**config.mk**
```make
export PLATFORM = sky130hd
export DESIGN_NAME = occupancy_grid_access_ctrl
export DESIGN_NICKNAME = d
export VERILOG_FILES = /design/src/rtl/occupancy_grid_access_ctrl.sv
export SDC_FILE = /design/constraint.sdc
export NUM_CORES = 1
export LEC_CHECK = 0
export CAP_MARGIN = 0
export CORE_MARGIN = 2
export CORE_UTILIZATION = 40
export CTS_BUF_LIST = sky130_fd_sc_hd__clkbuf_8 sky130_fd_sc_hd__clkbuf_16
export CTS_CLUSTER_SIZE = 14
export DETAILED_ROUTE_END_ITERATION = 12
export PLACE_DENSITY = 0.78
export SLEW_MARGIN = 25
export SYNTH_ARGS = -nofsm -noshare
export SYNTH_HDL_FRONTEND = slang
export SYNTH_SLANG_ARGS = --single-unit
export TNS_END_PERCENT = 20
```
**constraint.sdc**
```tcl
create_clock -name clock -period 6.2 [get_ports clock]
set_input_delay 1.24 -clock clock [delete_from_list [all_inputs] [get_ports clock]]
set_output_delay 1.24 -clock clock [all_outputs]
set_load 0.005 [all_outputs]
```
**src/rtl/occupancy_grid_access_ctrl.sv**
```systemverilog
// Arbitrates the single-port occupancy-grid RAM among map updates, scan-match queries and a sweep clear.
// Latency: query response 1 cycle after grant; update writes 1 cycle after grant; clear takes MAP_WIDTH*MAP_HEIGHT cycles.
// Backpressure: readies are combinational, high only in IDLE for the granted requester; held low during UPD_WRITE and CLEAR.
module occupancy_grid_access_ctrl #(
  parameter int X_BITS     = 8,
  parameter int Y_BITS     = 8,
  parameter int MAP_WIDTH  = 256,
  parameter int MAP_HEIGHT = 256,
  parameter int WORD_SIZE  = 16
) (
  input  logic                 clock,
  input  logic                 reset,
  input  logic                 clear_start,
  output logic                 clear_busy,
  input  logic                 upd_valid,
  output logic                 upd_ready,
  input  logic [X_BITS-1:0]    upd_x,
  input  logic [Y_BITS-1:0]    upd_y,
  input  logic [WORD_SIZE-1:0] upd_delta,
  input  logic                 qry_valid,
  output logic                 qry_ready,
  input  logic [X_BITS-1:0]    qry_x,
  input  logic [Y_BITS-1:0]    qry_y,
  output logic                 rsp_valid,
  output logic [WORD_SIZE-1:0] rsp_data,
  output logic                 ram_write_enable,
  output logic [X_BITS-1:0]    ram_x,
  output logic [Y_BITS-1:0]    ram_y,
  output logic [WORD_SIZE-1:0] ram_wdata,
  input  logic [WORD_SIZE-1:0] ram_rdata
);

  // One extra bit so a map dimension equal to 2^BITS still fits as an exclusive limit.
  localparam logic [X_BITS:0]       X_LIM  = (X_BITS+1)'(MAP_WIDTH);
  localparam logic [Y_BITS:0]       Y_LIM  = (Y_BITS+1)'(MAP_HEIGHT);
  localparam logic [X_BITS-1:0]     X_LAST = X_BITS'(MAP_WIDTH - 1);
  localparam logic [Y_BITS-1:0]     Y_LAST = Y_BITS'(MAP_HEIGHT - 1);
  localparam logic [WORD_SIZE-1:0]  W_MAX  = {1'b0, {(WORD_SIZE-1){1'b1}}};
  localparam logic [WORD_SIZE-1:0]  W_MIN  = {1'b1, {(WORD_SIZE-1){1'b0}}};

  typedef enum logic [1:0] {IDLE, UPD_WRITE, CLEAR} state_t;

  state_t               state;
  logic                 rr_upd;         // 1: update wins the next contested cycle
  logic                 clear_pending;  // clear requested while an update write was in flight
  logic [X_BITS-1:0]    x_cnt;
  logic [Y_BITS-1:0]    y_cnt;
  logic [X_BITS-1:0]    cap_x;
  logic [Y_BITS-1:0]    cap_y;
  logic                 cap_in_range;
  logic [WORD_SIZE-1:0] cap_old;
  logic [WORD_SIZE-1:0] cap_delta;

  logic                 idle;
  logic                 clear_go;
  logic                 upd_grant;
  logic                 qry_grant;
  logic                 upd_in_range;
  logic                 qry_in_range;
  logic [WORD_SIZE:0]   sum;
  logic [WORD_SIZE-1:0] sat_sum;

  assign upd_in_range = ({1'b0, upd_x} < X_LIM) && ({1'b0, upd_y} < Y_LIM);
  assign qry_in_range = ({1'b0, qry_x} < X_LIM) && ({1'b0, qry_y} < Y_LIM);

  // Grant decision: clear beats everything, a lone requester wins, a tie goes to the round-robin favourite.
  always_comb begin
    idle      = !reset && (state == IDLE);
    clear_go  = clear_start || clear_pending;
    upd_grant = idle && !clear_go && upd_valid && (!qry_valid || rr_upd);
    qry_grant = idle && !clear_go && qry_valid && (!upd_valid || !rr_upd);
  end

  assign upd_ready  = upd_grant;
  assign qry_ready  = qry_grant;
  assign clear_busy = !reset && (state == CLEAR);

  // Saturating log-odds add: one guard bit, clamp when the top two bits disagree.
  always_comb begin
    sum = {cap_old[WORD_SIZE-1], cap_old} + {cap_delta[WORD_SIZE-1], cap_delta};
    if (sum[WORD_SIZE] != sum[WORD_SIZE-1]) begin
      sat_sum = sum[WORD_SIZE] ? W_MIN : W_MAX;
    end else begin
      sat_sum = sum[WORD_SIZE-1:0];
    end
  end

  // RAM port mux; everything is forced low during reset so an interrupted update never writes.
  always_comb begin
    ram_write_enable = 1'b0;
    ram_x            = '0;
    ram_y            = '0;
    ram_wdata        = '0;
    if (!reset) begin
      case (state)
        IDLE: begin
          if (upd_grant) begin
            ram_x = upd_x;
            ram_y = upd_y;
          end else if (qry_grant) begin
            ram_x = qry_x;
            ram_y = qry_y;
          end
        end
        UPD_WRITE: begin
          ram_x            = cap_x;
          ram_y            = cap_y;
          ram_write_enable = cap_in_range;
          ram_wdata        = sat_sum;
        end
        CLEAR: begin
          ram_x            = x_cnt;
          ram_y            = y_cnt;
          ram_write_enable = 1'b1;
        end
        default: ;
      endcase
    end
  end

  // Access sequencer: state, round-robin pointer, update capture, clear sweep and registered query response.
  always_ff @(posedge clock) begin
    if (reset) begin
      state         <= IDLE;
      rr_upd        <= 1'b1;
      clear_pending <= 1'b0;
      x_cnt         <= '0;
      y_cnt         <= '0;
      cap_x         <= '0;
      cap_y         <= '0;
      cap_in_range  <= 1'b0;
      cap_old       <= '0;
      cap_delta     <= '0;
      rsp_valid     <= 1'b0;
      rsp_data      <= '0;
    end else begin
      rsp_valid <= qry_grant;
      rsp_data  <= (qry_grant && qry_in_range) ? ram_rdata : '0;
      case (state)
        IDLE: begin
          if (clear_go) begin
            state         <= CLEAR;
            x_cnt         <= '0;
            y_cnt         <= '0;
            clear_pending <= 1'b0;
          end else begin
            // A contested cycle always produced a grant, so hand the next tie to the loser.
            if (upd_valid && qry_valid) begin
              rr_upd <= !rr_upd;
            end
            if (upd_grant) begin
              cap_x        <= upd_x;
              cap_y        <= upd_y;
              cap_in_range <= upd_in_range;
              cap_old      <= ram_rdata;
              cap_delta    <= upd_delta;
              state        <= UPD_WRITE;
            end
          end
        end
        UPD_WRITE: begin
          state <= IDLE;
          if (clear_start) begin
            clear_pending <= 1'b1;
          end
        end
        CLEAR: begin
          if (x_cnt == X_LAST) begin
            x_cnt <= '0;
            if (y_cnt == Y_LAST) begin
              y_cnt <= '0;
              state <= IDLE;
            end else begin
              y_cnt <= y_cnt + 1'b1;
            end
          end else begin
            x_cnt <= x_cnt + 1'b1;
          end
        end
        default: state <= IDLE;
      endcase
    end
  end

endmodule

```
==> results.yml <==
run_status:
  status: "completed"
logic_synthesis:
  syn_avg_cell_area_sq_um: 7.894
  synth_warnings: 0
  synth.most_common_cell: "nand2_1"
  muxShareOfSynthArea_pct: 0.4678
  synth_async_sr_flop_share_pct: 0
  yosys-top-cells-area: "dfxtp_1, nand2_1, a21oi_1"
  yosysSeqAreaShare_pct: 37.86
  ys.flop_type: "dfxtp_1"
  synth_top_family_by_area: "compound AO/OA/AOI/OAI gates"
  synth_common_cells: "nand2_1, dfxtp_1, a21oi_1, clkbuf_1, nor2_1"
  synthSimpleGateAreaFrac_pct: 22.81
  yosysUniqueCellTypes: 57
  synth_xor_xnor_area_share_pct: 2.889
  synth_nets: 668
  synth_seq_cells: 86
  synthAdderAreaFrac_pct: 6.494
  synth_edf_count: 0
  yosysTopAreaCell: "dfxtp_1"
  syn_inst: 576
  syn-cell-area_sq_mm: 0.004547
  yosysTopAreaCellShare_pct: 37.86
  synth_compound_area_share_pct: 25.29
sta:
  fin_crit_sh_pct: 84.95
  final.min_clock_period_ps: 5267
  finalSetupTns_ps: 0
  drv_slew: 0
  max_freq_mhz: 189.9
  tightest_slew_ps: 988.5
  skew_ps: 6.609
  relSlewSlack_pct: 34.10
  hold_ws_ps: 456.0
  rsz0062_at_grt: "no"
  final_hold_viol_count: 0
  fin_ws_ps: 933.0
  setup_viol: 0
finish:
  final_layout_size_suffix_gt1_share_pct: 6.158
  fin_util_pct: 55.75
  nNetsFinal: 769
  stdcell_area_sq_mm: 0.006123
  layout.cells.non_filler: 822
  area_delta_synth_final_pct: 34.67
  antenna_cells: 0
die:
  core_area_sq_mm: 0.01098
  num_rows: 38
  fp.dieW_um: 110.6
  die_h_um: 110.6
  start_util_pct: 41.40
  dieArea_sq_mm: 0.01224
  io_pins: 122
placed_design:
  placed_cells: 806
  dp_slack_ps: 966.7
  placed_area_sq_mm: 0.005813
  gp_congestion: 0.8729
  hpwl_um: 9068
  port_buffers: 121
clock_tree:
  insertion_delay_ps: 340
  post_cts.repair.setup_buffers: 0
  cts_tree: "built"
  cts_resized: 0
  hold_buffers: 0
  cts.sinks: 86
  clk_path_buf_depth: 2
  clk_pin_slew_ps: 60
  htreeDepth: 3
  numCtsBuffers: 9
  ctsRootBufferMaster: "clkbuf_16"
global_routing:
  grt_pass1_wl_um: 20770
  grt_usage_pct: 20.27
  grt_overflow_total: 0
  use_met3_pct: 4.940
  grt_max_degree: 51
  grt_pass1_vias: 4490
  grtUsageMet2_pct: 35.38
  use_met1_pct: 24.16
  antenna_found_initial: 0
  gr-max-usage-layer: "met2"
min_path:
  hold_end: "cap_x[2]"
  min_from: "cap_x[2]"
  hold_path_class: "flop to flop"
  whs_path_depth: 2
worst_setup_path:
  reg2reg_to: "y_cnt[7]"
  critical_path.max_fanout: 22
  path_class: "primary input to primary output"
  arrival_ps: 4030
  rr_worst_depth: 7
  required_ps: 4960
  endpoint_kind: "primary output"
  critPathLaunch: "clear_start"
  rr_startpoint: "state[0]"
  r2r_slack_ps: 2950
  startpoint_type: "primary input"
routing:
  vias: 4478
  first_pass_iters: 4
  drc_errors: 0
  detail_route.wl_per_cell_um: 15.25
  postRouteAntennaNets: 0
  wl_um: 12540
  drtIter0Drc: 170
  viasPerCell: 5.448
power:
  p_total_mw: 1.555
  peakVddDrop_mv: 0.1317
  power_density_mw_per_mm2: 253.9
  leakagePower_nw: 2.219
job:
  cap_violations: 0
## where the power goes
part / internal (mW) / total (mW) / switching (mW)
clock: 0.334 / 0.556 / 0.222
sequential: 0.588 / 0.617 / 0.0287
combinational: 0.162 / 0.382 / 0.220
total: 1.08 / 1.55 / 0.471
## layer usage
metal / vias up / wire (um)
met5: - / 0
met4: 0 / 242
met3: 23 / 730
met2: 165 / 6008
met1: 2048 / 5555
li1: 2242 / -
## sequential cells by signal (all words and copies together), names as in the netlist, 2 cells and up
name,flops
cap_old,16
state,2
cap_delta,16
cap_y,8
y_cnt,8
cap_x,8
rsp_data,16
x_cnt,8
## cell usage in the layout (no fill, tap or decap), types with 3 or more instances in the layout
master,instances
a211oi_1,3
a21o_1,7
a21oi_1,74
a21oi_2,10
a22oi_1,17
a31oi_1,16
and2_1,18
and3_1,7
and4_1,3
buf_4,5
clkbuf_16,9
clkdlybuf4s50_1,120
dfxtp_1,86
ha_1,22
inv_1,10
nand2_1,125
nand2b_1,6
nand3_1,10
nand4_1,6
nor2_1,24
nor2b_1,4
nor3_1,5
o211ai_1,6
o21ai_0,15
o21ai_1,8
o31a_1,4
or2_2,3
or3_1,5
xnor2_1,5
xor2_1,10
## cell families after synthesis
family,count (synthesis)
XOR/XNOR,15
flip-flops,86
AO/OA/AOI/OAI,180
AND/OR/NAND/NOR,224
adder cells (fa/ha/maj),23
multiplexers,2
buffers and inverters,46
## worst max-delay path: stages
cell             delay, ps
clkdlybuf4s50_1        450
nor3b_1                600
and3_1                 800
nand2_1                150
a31oi_1                230
clkdlybuf4s50_1        540
## how the worst max path moves through the flow
stage                          end  slack [ps]
final                     ram_x[2]         930
after global routing      ram_x[2]         700
after CTS                 ram_x[2]         950
after detailed placement  ram_x[2]         970
after global placement    ram_y[1]        1150
after floorplan           ram_x[0]        2350
## area by class of cell
type                    instances  area, sq um
fillers                      1049         4860
multi-input cells             444         2635
flip-flops and latches         86         1722
repair buffers                126         1244
clock buffers                  11        252.7
well taps                     140        175.2
clock inverters                 5        57.56
inverters                      10        37.54
Power figures use the tool's default switching activity.
